[config.mk]
export PLATFORM = sky130hd
export DESIGN_NAME = hex7seg_scan_driver
export DESIGN_NICKNAME = d
export VERILOG_FILES = /design/src/rtl/hex7seg_pkg.sv /design/src/rtl/hex7seg_glyph.sv /design/src/rtl/hex7seg_scan_driver.sv
export SDC_FILE = /design/constraint.sdc
export NUM_CORES = 1
export LEC_CHECK = 0
export ABC_AREA = 1
export CAP_MARGIN = 20
export CORE_ASPECT_RATIO = 0.9
export CORE_MARGIN = 2
export CORE_UTILIZATION = 30
export CTS_CLUSTER_DIAMETER = 200
export DETAILED_ROUTE_END_ITERATION = 8
export GPL_TIMING_DRIVEN = 0
export PLACE_DENSITY = 0.53
export SLEW_MARGIN = 40
export SYNTH_ARGS = -nofsm -noshare
export SYNTH_HDL_FRONTEND = slang
export SYNTH_SLANG_ARGS = --single-unit
[constraint.sdc]
create_clock -name clk -period 2.35 [get_ports clk]
set_input_delay 0.3525 -clock clk [delete_from_list [all_inputs] [get_ports clk]]
set_output_delay 0.3525 -clock clk [all_outputs]
set_load 0.02 [all_outputs]
[src/rtl/hex7seg_pkg.sv]
// Shared constants for the hex 7-segment scan driver: segment bit positions,
// the active-high glyph table and the scanner state type.
package hex7seg_pkg;

    localparam int SEG_A  = 0;
    localparam int SEG_B  = 1;
    localparam int SEG_C  = 2;
    localparam int SEG_D  = 3;
    localparam int SEG_E  = 4;
    localparam int SEG_F  = 5;
    localparam int SEG_G  = 6;
    localparam int SEG_DP = 7;

    // Bits 6:0 = g f e d c b a, active-high.
    localparam logic [6:0] GLYPHS [16] = '{
        7'h3F, 7'h06, 7'h5B, 7'h4F, 7'h66, 7'h6D, 7'h7D, 7'h07,
        7'h7F, 7'h6F, 7'h77, 7'h7C, 7'h39, 7'h5E, 7'h79, 7'h71
    };

    typedef enum logic {
        BLANK = 1'b0,
        SHOW  = 1'b1
    } state_t;

    function automatic int clog2_min1(input int v);
        return (v <= 1) ? 1 : $clog2(v);
    endfunction

endpackage

[src/rtl/hex7seg_glyph.sv]
// Combinational hex nibble to active-high 7-segment pattern (g..a).
module hex7seg_glyph
    import hex7seg_pkg::*;
(
    input  logic [3:0] nibble,
    output logic [6:0] pattern
);

    assign pattern = GLYPHS[nibble];

endmodule

[src/rtl/hex7seg_scan_driver.sv]
// Time-multiplexed multi-digit hex display driver with tear-free frame updates.
// Optional HEX7SEG_LEADING_ZERO_BLANK_EN blanks segments of leading-zero digits.
module hex7seg_scan_driver
    import hex7seg_pkg::*;
#(
    parameter int NUM_DIGITS     = 4,
    parameter int DIGIT_CYCLES   = 50000,
    parameter int BLANK_CYCLES   = 500,
    parameter int SEG_ACTIVE_LOW = 0,
    parameter int DIG_ACTIVE_LOW = 0
) (
    input  logic                    clk,
    input  logic                    reset,
    input  logic                    enable,
    input  logic                    load,
    input  logic [4*NUM_DIGITS-1:0] value,
    input  logic [NUM_DIGITS-1:0]   dp,
    output logic [7:0]              seg,
    output logic [NUM_DIGITS-1:0]   digit_sel,
    output logic                    frame_done
);

    localparam int MAX_CYC = (DIGIT_CYCLES > BLANK_CYCLES) ? DIGIT_CYCLES : BLANK_CYCLES;
    localparam int CNT_W   = clog2_min1(MAX_CYC);
    localparam int IDX_W   = clog2_min1(NUM_DIGITS);

    localparam logic [CNT_W-1:0]      BLANK_LAST = CNT_W'(BLANK_CYCLES - 1);
    localparam logic [CNT_W-1:0]      DIGIT_LAST = CNT_W'(DIGIT_CYCLES - 1);
    localparam logic [IDX_W-1:0]      IDX_LAST   = IDX_W'(NUM_DIGITS - 1);
    localparam logic [7:0]            SEG_INV    = (SEG_ACTIVE_LOW != 0) ? 8'hFF : 8'h00;
    localparam logic [NUM_DIGITS-1:0] DIG_INV    = (DIG_ACTIVE_LOW != 0) ? '1 : '0;

    state_t                    state_q, state_d;
    logic [IDX_W-1:0]          idx_q, idx_d;
    logic [CNT_W-1:0]          cnt_q, cnt_d;
    logic [4*NUM_DIGITS-1:0]   shadow_val_q, shadow_val_d;
    logic [NUM_DIGITS-1:0]     shadow_dp_q, shadow_dp_d;
    logic [4*NUM_DIGITS-1:0]   pend_val_q, pend_val_d;
    logic [NUM_DIGITS-1:0]     pend_dp_q, pend_dp_d;
    logic                      pend_flag_q, pend_flag_d;
    logic [7:0]                seg_q, seg_d;
    logic [NUM_DIGITS-1:0]     digit_sel_q, digit_sel_d;
    logic                      frame_done_q, frame_done_d;

    logic                      wrap;
    logic [3:0]                nib;
    logic                      dp_bit;
    logic [6:0]                pattern;
    logic                      lz_blank;
    logic [7:0]                seg_raw;
    logic [NUM_DIGITS-1:0]     dig_raw;

    always_ff @(posedge clk) begin
        if (reset) begin
            state_q      <= BLANK;
            idx_q        <= '0;
            cnt_q        <= '0;
            shadow_val_q <= '0;
            shadow_dp_q  <= '0;
            pend_val_q   <= '0;
            pend_dp_q    <= '0;
            pend_flag_q  <= 1'b0;
            seg_q        <= SEG_INV;
            digit_sel_q  <= DIG_INV;
            frame_done_q <= 1'b0;
        end else begin
            state_q      <= state_d;
            idx_q        <= idx_d;
            cnt_q        <= cnt_d;
            shadow_val_q <= shadow_val_d;
            shadow_dp_q  <= shadow_dp_d;
            pend_val_q   <= pend_val_d;
            pend_dp_q    <= pend_dp_d;
            pend_flag_q  <= pend_flag_d;
            seg_q        <= seg_d;
            digit_sel_q  <= digit_sel_d;
            frame_done_q <= frame_done_d;
        end
    end

    always_comb begin
        state_d = state_q;
        idx_d   = idx_q;
        cnt_d   = cnt_q;
        wrap    = 1'b0;
        if (!enable) begin
            state_d = BLANK;
            idx_d   = '0;
            cnt_d   = '0;
        end else begin
            case (state_q)
                BLANK: begin
                    if (cnt_q == BLANK_LAST) begin
                        state_d = SHOW;
                        cnt_d   = '0;
                    end else begin
                        cnt_d = cnt_q + 1'b1;
                    end
                end
                SHOW: begin
                    if (cnt_q == DIGIT_LAST) begin
                        state_d = BLANK;
                        cnt_d   = '0;
                        if (idx_q == IDX_LAST) begin
                            idx_d = '0;
                            wrap  = 1'b1;
                        end else begin
                            idx_d = idx_q + 1'b1;
                        end
                    end else begin
                        cnt_d = cnt_q + 1'b1;
                    end
                end
                default: begin
                    state_d = BLANK;
                    cnt_d   = '0;
                end
            endcase
        end
    end

    // Shadow only changes at a frame boundary or while the scanner is parked,
    // so a frame is always drawn from one consistent value.
    always_comb begin
        pend_val_d   = pend_val_q;
        pend_dp_d    = pend_dp_q;
        pend_flag_d  = pend_flag_q;
        shadow_val_d = shadow_val_q;
        shadow_dp_d  = shadow_dp_q;
        if (load) begin
            pend_val_d  = value;
            pend_dp_d   = dp;
            pend_flag_d = 1'b1;
        end
        if (!enable || wrap) begin
            if (load) begin
                shadow_val_d = value;
                shadow_dp_d  = dp;
            end else if (pend_flag_q) begin
                shadow_val_d = pend_val_q;
                shadow_dp_d  = pend_dp_q;
            end
            pend_flag_d = 1'b0;
        end
    end

    always_comb begin
        nib    = 4'h0;
        dp_bit = 1'b0;
        for (int k = 0; k < NUM_DIGITS; k++) begin
            if (idx_d == IDX_W'(k)) begin
                nib    = shadow_val_d[4*k +: 4];
                dp_bit = shadow_dp_d[k];
            end
        end
    end

    hex7seg_glyph u_glyph (
        .nibble  (nib),
        .pattern (pattern)
    );

`ifdef HEX7SEG_LEADING_ZERO_BLANK_EN
    logic [IDX_W-1:0] msd;

    // Digit 0 stays lit when everything is zero because msd defaults to 0.
    always_comb begin
        msd = '0;
        for (int k = 0; k < NUM_DIGITS; k++) begin
            if (shadow_val_d[4*k +: 4] != 4'h0) begin
                msd = IDX_W'(k);
            end
        end
    end

    assign lz_blank = (idx_d > msd);
`else
    assign lz_blank = 1'b0;
`endif

    always_comb begin
        seg_raw = 8'h00;
        dig_raw = '0;
        if (state_d == SHOW) begin
            seg_raw[SEG_G:SEG_A] = lz_blank ? 7'h00 : pattern;
            seg_raw[SEG_DP]      = dp_bit;
            dig_raw              = NUM_DIGITS'(1) << idx_d;
        end
        seg_d        = seg_raw ^ SEG_INV;
        digit_sel_d  = dig_raw ^ DIG_INV;
        frame_done_d = wrap;
    end

    assign seg        = seg_q;
    assign digit_sel  = digit_sel_q;
    assign frame_done = frame_done_q;

endmodule

# Word level (Yosys, flattened, before mapping)
# Memory sizes are Yosys's and may differ from the RTL's. A register that Yosys moved wholly into a read port is not among the register bits.
# Index checks and enable logic that the tools add are counted.
[totals]
register_bits = 73
output_inout_bits = 13
romBits = 112
word_cells = 63
mem_count = 1
input_bits = 24
[memory_table]
columns = ["name", "words", "width", "rd", "rd_clocked_by_memory_dff", "write_ports", "line", "text"]
rows = [
  ["(name not given)", 16, 7, 1, 1, 0, "hex7seg_glyph.sv:9", "assign pattern = GLYPHS[nibble];"],
]
[op_classes]
muxes = 31
add_sub_neg = 2
shifts = 1
n_eq_ne = 6
bitwise = 4
reduce_logical = 6
order_cmp = 1
[op_table]
columns = ["cell", "count"]
rows = [
  ["$mux W16", 5],
  ["$pmux W16 S2", 1],
  ["$mux W4", 7],
  ["$add A16 B1 Y16 const B", 1],
  ["$eq A16 B16 Y1 const B", 1],
  ["$eq A16 B9 Y1 const B", 1],
  ["$mux W7", 2],
  ["$mux W1", 11],
  ["$mux W2", 4],
  ["$eq A2 B2 Y1 const B", 3],
  ["$reduce_or A2 Y1", 3],
  ["$ge A5 B5 Y1 const B", 1],
  ["$not A4 Y5", 1],
  ["$shl A1 B2 Y4 const A", 1],
  ["$not A1 Y1", 3],
  ["$add A2 B1 Y2 const B", 1],
  ["$eq A2 B1 Y1 const B", 1],
  ["$logic_not A2 Y1", 1],
  ["$pmux W1 S2", 1],
  ["$logic_not A1 Y1", 1],
  ["$logic_or A1 B1 Y1", 1],
]

# Logic depth before layout (Yosys ltp)
# Gate-level depths: netlist of run 1.
[logic_depth]
ltp_word = 15
depth_mapped = 21

# Hierarchy
# A second synthesis of run 1 with hierarchy kept.
[unflattened]
cells_unflattened = 547
area_unflattened_um2 = 3728.6
[modules_own_cells]
columns = ["module", "instances", "cells_per_inst", "area_per_inst_um2"]
rows = [
  ["hex7seg_scan_driver", 1, 493, 3443.3],
  ["hex7seg_glyph", 1, 54, 285.3],
]

# Worst setup path after synthesis of run 1
# No wires, ideal clock.
[synth_timing]
path_type = "reg2reg"
start = "reg cnt_q[0]"
end = "reg seg_q[3], in the netlist seg[3]"
arrival_time_ns = 2.345
path_stages_with_launch = 18
required_ns = 2.237
n_path_buf = 0
synth_period_minus_slack_ns = 2.457
setup_slack_ns = -0.107
cell_sequence = "dfxtp_1 ha_1 nand3_2 nor2_4 nand3_2 nand2_2 nand3_4 nor2_4 inv_1 o21ai_1 inv_1 nand2_1 inv_1 ha_1 nand2_1 nand2_1 nor2_1 nor2_1"
[synth_between]
elab_chain_cells = 11
word_cells_on_any_way = 25
[synth_rtl]
columns = ["item", "line", "text"]
rows = [
  ["start, declared", "hex7seg_scan_driver.sv:35", "logic [CNT_W-1:0] cnt_q, cnt_d;"],
  ["start signal, assigned", "hex7seg_scan_driver.sv:69", "cnt_q <= cnt_d;"],
  ["$eq A16 B16 Y1", "hex7seg_scan_driver.sv:101", "if (cnt_q == DIGIT_LAST) begin"],
  ["$mux W1", "hex7seg_scan_driver.sv:101", ""],
  ["$mux W1", "hex7seg_scan_driver.sv:91", "case (state_q)"],
  ["$mux W1", "hex7seg_scan_driver.sv:86", "if (!enable) begin"],
  ["$logic_or A1 B1 Y1", "hex7seg_scan_driver.sv:135", "if (!enable || wrap) begin"],
  ["$mux W16", "hex7seg_scan_driver.sv:135", ""],
  ["$mux W4 (4 in series)", "hex7seg_scan_driver.sv:151", "if (idx_d == IDX_W'(k)) begin"],
  ["$not A4 Y5 (implied by the code)", "hex7seg_glyph.sv:9", ""],
  ["end, declared", "hex7seg_scan_driver.sv:41", "logic [7:0] seg_q, seg_d;"],
]
# Several ways; a longest one is shown, not always the timed one.
# A chain may end at the register's enable or synchronous reset.

# Worst setup path in the final report of run 1
[layout_timing]
start = "reg cnt_q[9]"
end = "reg seg_q[3], in the netlist seg[3]"
# The elaborated chain is that of the path after synthesis.

==> results of run 1 <==
[kinds of logic (layout without fill, tap and decap cells)]
| logic type | after synthesis | after routing |
|---|---|---|
| mux | 3 | 3 |
| xor+xnor | 8 | 8 |
| fa+ha+maj | 9 | 9 |
| simple gates | 237 | 237 |
| buf+inv | 80 | 159 |
| compound gates | 82 | 82 |
| flops | 73 | 73 |
[per-stage QoR]
step / hold WS [ns] / instances
CTS: 0.402 / 719
floorplan: 0.420 / 492
detailed placement: 0.435 / 682
global route: 0.445 / 727
finish: 0.394 / 727
global placement: 0.428 / 682
[cell usage in the layout, fill, tap and decap left out, types with 9 or more instances in the layout]
cell and n:
nand2_1 86, nor2_1 73, dfxtp_1 62, inv_1 49, a21oi_1 37, clkdlybuf4s50_1 34, buf_4 27, nand2_2 20
nand3_1 13, o21ai_0 12, nor2_4 11, clkbuf_1 10, clkbuf_16 9, dfxtp_2 9
[registers in the layout, summed over array words and instances (netlist names)]
name / count
pend_dp_q: 4
frame_done: 1
state_q: 1
pend_flag_q: 1
seg: 8
pend_val_q: 16
digit_sel: 4
cnt_q: 16
shadow_dp_q: 4
idx_q: 2
shadow_val_q: 16
[how the worst max path moves through the flow]
stage | start | endpoint | slack (ns) | cells past startpoint
final | cnt_q[9]$_SDFF_PP0_ | seg[3]$_SDFF_PP0_ | -0.14 | 19
after global placement | enable | seg[3]$_SDFF_PP0_ | -0.54 | 15
after floorplan | cnt_q[1]$_SDFF_PP0_ | seg[3]$_SDFF_PP0_ | 0.003 | 17
after global routing | cnt_q[9]$_SDFF_PP0_ | seg[3]$_SDFF_PP0_ | -0.26 | 19
after CTS | cnt_q[6]$_SDFF_PP0_ | seg[3]$_SDFF_PP0_ | -0.12 | 19
after detailed placement | enable | seg[5]$_SDFF_PP0_ | -0.56 | 14
[routing by layer]
layer | share of wire [%] | vias up | GRT usage, % | routed length (um)
li1 | - | 1703 | - | -
met4 | 1.5 | 0 | 5.13 | 138
met3 | 3.6 | 11 | 3.53 | 347
met2 | 45 | 55 | 23.9 | 4330
met5 | 0 | - | 0 | 0
met1 | 49 | 1474 | 20.2 | 4700
[power by group]
group,switching [mW],leakage [nW],internal (mW),total (mW)
combinational,0.237,1.25,0.166,0.404
sequential,0.0167,0.601,1.28,1.29
clock,0.495,0.148,0.870,1.36
[synthesized netlist by cell type, types with 4 or more instances]
library cell	n	share of area [%]
a21oi_1	42	5.8
buf_2	4	0.55
clkbuf_1	9	0.94
dfxtp_1	73	40
ha_1	9	3.1
inv_1	53	5.5
inv_2	9	0.94
nand2_1	98	10
nand2_2	12	2.1
nand3_1	16	2.2
nor2_1	80	8.3
nor2_4	7	2.2
nor3_1	4	0.55
o21a_1	6	1.2
o21ai_0	14	1.9
o21ai_1	8	1.1
o21ai_2	5	1.2
xor2_1	6	1.5
[timing repair]
| action | in CTS | in global routing |
|---|---|---|
| buffers inserted | 22 | 8 |
| setup endpoints to repair | 7 | 16 |
| resized for setup | 42 | 36 |
| hold endpoints to repair | 0 | 0 |
| pin swaps | 22 | 19 |
[critical path, cell delays in order, from the launching register on]
cell	delay, ns
dfxtp_2	0.37
nand2_2	0.06
inv_2	0.06
nand2_2	0.07
nor2_4	0.20
nand4_4	0.14
nand2_4	0.13
nand2_4	0.09
inv_6	0.08
buf_6	0.09
nand2_1	0.05
nand2_2	0.09
nor2_2	0.04
a21oi_2	0.15
nand2_4	0.12
ha_4	0.18
nand3b_1	0.19
nand3_1	0.13
nand2_1	0.07
nor2_1	0.13
[layout make-up]
type	count	area, sq um	share of cell area, %
Multi-Input combinational cell	339	2050	41.5
Tap cell	156	195	3.95
Sequential cell	73	1480	29.9
Inverter	63	254	5.14
Clock inverter	3	40.0	0.810
Buffer	17	87.6	1.77
Timing Repair Buffer	64	577	11.7
Clock buffer	12	256	5.19
==> flow_summary.json, run 1 <==
{
  "drive_above_1_share_pct": 26.6,
  "die_area_sq_mm": 0.0129,
  "place.gp.congestion": 0.826,
  "grt_pass1_wl_um": 15300,
  "worstSetupStartpointType": "register",
  "critPathKind": "reg2reg",
  "synth_top_family_by_area": "simple AND/OR/NAND/NOR gates",
  "ctsHoldBuffers": 0,
  "cts_buffers": 9,
  "synthToLayoutAreaGrowth_pct": 37.0,
  "drc": 0,
  "tightest_slew_ns": 0.592,
  "fin_crit_sh_pct": 106,
  "cellLeakagePower_nw": 2.00,
  "fmax_mhz": 402,
  "first_iter_violations": 148,
  "status": "finished, violations left",
  "port_buffers": 34,
  "synth_cell_types": 40,
  "synth_xor_area_share_pct": 1.94,
  "nNetsFinal": 600,
  "yosys.area_share.simple_pct": 31.9,
  "hold_depth": 2,
  "relSlewSlack_pct": 60.6,
  "setup_viol": 7,
  "synth_edf_count": 0,
  "routed_wl_um": 9510,
  "die-height_um": 108,
  "fin_tns_setup_ns": -0.457,
  "synthCells": 492,
  "rows": 37,
  "wire_per_inst_um": 13.1,
  "synth_flop_cell": "dfxtp_1",
  "endpoint_kind": "register",
  "critPathMaxFanout": 5,
  "drtAntennaViolNets": 0,
  "syn_nets": 525,
  "arrival_ns": 2.75,
  "fin_skew_ns": 0.00666,
  "cts_tree": "built",
  "syn_area_sq_mm": 0.00361,
  "track_usage_pct": 15.1,
  "place_area_sq_mm": 0.00417,
  "viasPerCell": 4.46,
  "fin_area_sq_mm": 0.00494,
  "min_to": "pend_val_q[2]$_SDFFE_PP0P_",
  "r2r_end": "seg[3]$_SDFF_PP0_",
  "layout_min_cycle_time_ns": 2.49,
  "start_util_pct": 31.2,
  "r2r_cells": 19,
  "io_pins": 37,
  "async_reset_ff_share_pct": 0,
  "cts_buffer_depth": 2,
  "power_density_mw_per_mm2": 620,
  "root_buffer": "clkbuf_16",
  "slew_viol_final": 0,
  "fin_util_pct": 42.7,
  "required_ns": 2.61,
  "n_antenna_cell": 0,
  "cts_htree_levels": 3,
  "vias": 3243,
  "power_mw": 3.06,
  "layout_setup_ws_ns": -0.137,
  "grt_max_degree": 12,
  "antenna_found_initial": 0,
  "cts.clk_slew.worst_paths_ns": 0.05,
  "violations": "setup timing",
  "gr-total-overflow": 0,
  "die_w_um": 120,
  "rsz0062_at_grt": "true",
  "grt_pass1_vias": 3135,
  "first_pass_iters": 4,
  "synth_compound_area_share_pct": 12.8,
  "clk_latency_ns": 0.33,
  "yosysSeqAreaShare_pct": 40.5,
  "ys_ff_latch": 73,
  "rrSetupSlack_ns": -0.14,
  "core_sq_mm": 0.0116,
  "synthMuxAreaShare_pct": 0.832,
  "clkSinkCount": 73,
  "dp.final_hpwl_um": 6530,
  "hold_start": "reset",
  "yosysWarnings": 0,
  "fill_cells": 1190,
  "max_cap_viol_count": 0,
  "peakVddDrop_uv": 347,
  "final_hold_viol_count": 0,
  "synth-adder-area-share_pct": 3.12,
  "r2r-start": "cnt_q[9]$_SDFF_PP0_",
  "min_path_type": "in2reg",
  "place_ws_ns": -0.565,
  "syn_avg_cell_area_sq_um": 7.33
}
Power figures use the tool's default switching activity.
==> inputs of run 2 (changes only) <==
Settings changed: CORE_UTILIZATION 30 to 51, GPL_ROUTABILITY_DRIVEN set to 0, PLACE_DENSITY 0.53 to 0.8.
==> run 2 against run 1 <==
  * The flow still finishes with violations (setup timing)
  * Non-clock buffer count rose by 3
  * Sequential power hardly changed
  * Setup slack got worse by 0.063 ns
  * Routed wire length rose by 1.9%
  * Register-to-register slack worse by 0.06 ns
  * Worst hold slack got worse by 0.038 ns
  * Cell area shrank 1.3%
  * Total power decreased by 11%
  * Flip-flop and latch count did not move
  * Global-route usage grew 8.2 points
  * Core utilization grew 27 points
  * First-iteration DRC count increased by 74%
  * Largest power group is now registers
==> flow_summary.json, run 2 (synthesized netlist as in run 1, its figures left out) <==
{
  "status": "finished, violations left",
  "violations": "setup timing",
  "cts_htree_levels": 3,
  "wire_per_inst_um": 14.5,
  "fin_skew_ns": 0.00965,
  "peakVddDrop_uv": 342,
  "critPathMaxFanout": 6,
  "first_pass_iters": 4,
  "drc": 0,
  "viasPerCell": 5.15,
  "layout_setup_ws_ns": -0.200,
  "largestRegisters": "cnt_q x16, pend_val_q x16, shadow_val_q x16",
  "final_hold_viol_count": 0,
  "clkSinkCount": 73,
  "tightest_slew_ns": 0.582,
  "cp_cell_sequence": "ha_2 > or2_2 > nand4_1 > nand3_4 > nor2_4 > inv_2 > o21ai_1 > inv_1 > nand2_4 > inv_6 > ha_4 > nand3_1 > nand3_1 > a21oi_1",
  "required_ns": 2.62,
  "place_area_sq_mm": 0.00409,
  "arrival_ns": 2.82,
  "slowest_stage": "dfxtp_1",
  "port_buffers": 34,
  "layout_min_cycle_time_ns": 2.55,
  "cts_buffers": 9,
  "n_antenna_cell": 0,
  "power_density_mw_per_mm2": 561,
  "critPathKind": "reg2reg",
  "mostFrequentLayoutCells": "81 x nand2_1, 71 x nor2_1, 60 x dfxtp_1",
  "cellLeakagePower_nw": 2.00,
  "cp_common_cell": "nand3_1",
  "first_iter_violations": 258,
  "slew_viol_final": 0,
  "synthToLayoutAreaGrowth_pct": 35.2,
  "max_cap_viol_count": 0,
  "grt_pass1_vias": 3188,
  "relSlewSlack_pct": 61.0,
  "cts.clk_slew.worst_paths_ns": 0.08,
  "fin_crit_sh_pct": 109,
  "clk_latency_ns": 0.36,
  "grt_max_degree": 14,
  "fin_tns_setup_ns": -0.787,
  "die_area_sq_mm": 0.00777,
  "ctsHoldBuffers": 0,
  "min_path_type": "in2reg",
  "dp.final_hpwl_um": 5830,
  "worstSetupStartpointType": "register",
  "fmax_mhz": 392,
  "power_mw": 2.74,
  "worst_hold_slack_ns": 0.356,
  "start_util_pct": 51.8,
  "io_pins": 37,
  "track_usage_pct": 23.2,
  "fill_cells": 545,
  "routed_wl_um": 9690,
  "setup_viol": 7,
  "fin_area_sq_mm": 0.00488,
  "cts_tree": "built",
  "grt_pass1_wl_um": 14500,
  "die_w_um": 92.7,
  "vias": 3437,
  "rows": 29,
  "rsz0062_at_grt": "true",
  "endpoint_kind": "register",
  "antenna_found_initial": 0,
  "drive_above_1_share_pct": 30.4,
  "final_common_cell": "nand2_1",
  "nNetsFinal": 603,
  "die-height_um": 83.8,
  "place_ws_ns": -0.515,
  "cpPeakStageDelay_ns": 0.34,
  "gr-total-overflow": 0,
  "core_sq_mm": 0.00697,
  "cts_buffer_depth": 2,
  "root_buffer": "clkbuf_8",
  "drtAntennaViolNets": 0
}
## run 2: path summary, 6_finish.rpt
path / slack, ns / startpoint / endpoint / cells after the start
max: -0.20 / idx_q[0]$_SDFF_PP0_ / seg[0]$_SDFF_PP0_ / 14
max reg2reg: -0.20 / idx_q[0]$_SDFF_PP0_ / seg[0]$_SDFF_PP0_ / 14
min: 0.36 / reset / pend_val_q[2]$_SDFFE_PP0P_ / 2
min reg2reg: 0.47 / pend_val_q[10]$_SDFFE_PP0P_ / pend_val_q[10]$_SDFFE_PP0P_ / 2
## run 2: area by class of cell
class                      count  area, sq um  area share (%)
timing repair buffer          67          611            12.5
multi-input combinational    339         2120            43.5
clock buffer                  10          138            2.82
clock inverter                 6         66.3            1.36
sequential                    73         1490            30.5
tap                           93          116            2.39
buffer                        17         85.1            1.74
inverter                      63          256            5.26
## run 2: what timing repair did
| item | CTS | global route |
|---|---|---|
| resized for setup | 30 | 78 |
| pin swaps | 20 | 35 |
| buffers inserted | 21 | 12 |
| setup endpoints to repair | 7 | 8 |
## run 2: critical path: cells and delay by family, from the launching register on
| family | cells | cell delay [ns] |
|---|---|---|
| and+or+nand+nor | 7 | 1.20 |
| AOI/OAI and AO/OA | 2 | 0.34 |
| DFF | 1 | 0.34 |
| buffers and inverters | 3 | 0.22 |
| adders and majority gates | 2 | 0.36 |
## run 2: power breakdown
group	leakage, nW	total [mW]	internal, mW	switching (mW)
combinational	1.29	0.425	0.171	0.253
clock	0.107	1.02	0.523	0.499
sequential	0.603	1.29	1.27	0.0164
## run 2: through the flow
step | util [%] | instances
finish | 70.0 | 668
detailed placement | 58.7 | 619
CTS | 65.0 | 656
global placement | 58.7 | 619
global route | 70.0 | 668
floorplan | - | 492
## run 2: routing by layer
| metal | vias up | share of wire [%] | GRT usage, % |
|---|---|---|---|
| met5 | - | 0 | 0 |
| met4 | 0 | 1.9 | 6.82 |
| met3 | 19 | 7.0 | 5.51 |
| met2 | 124 | 48 | 37.5 |
| met1 | 1591 | 43 | 31.1 |
| li1 | 1703 | - | - |
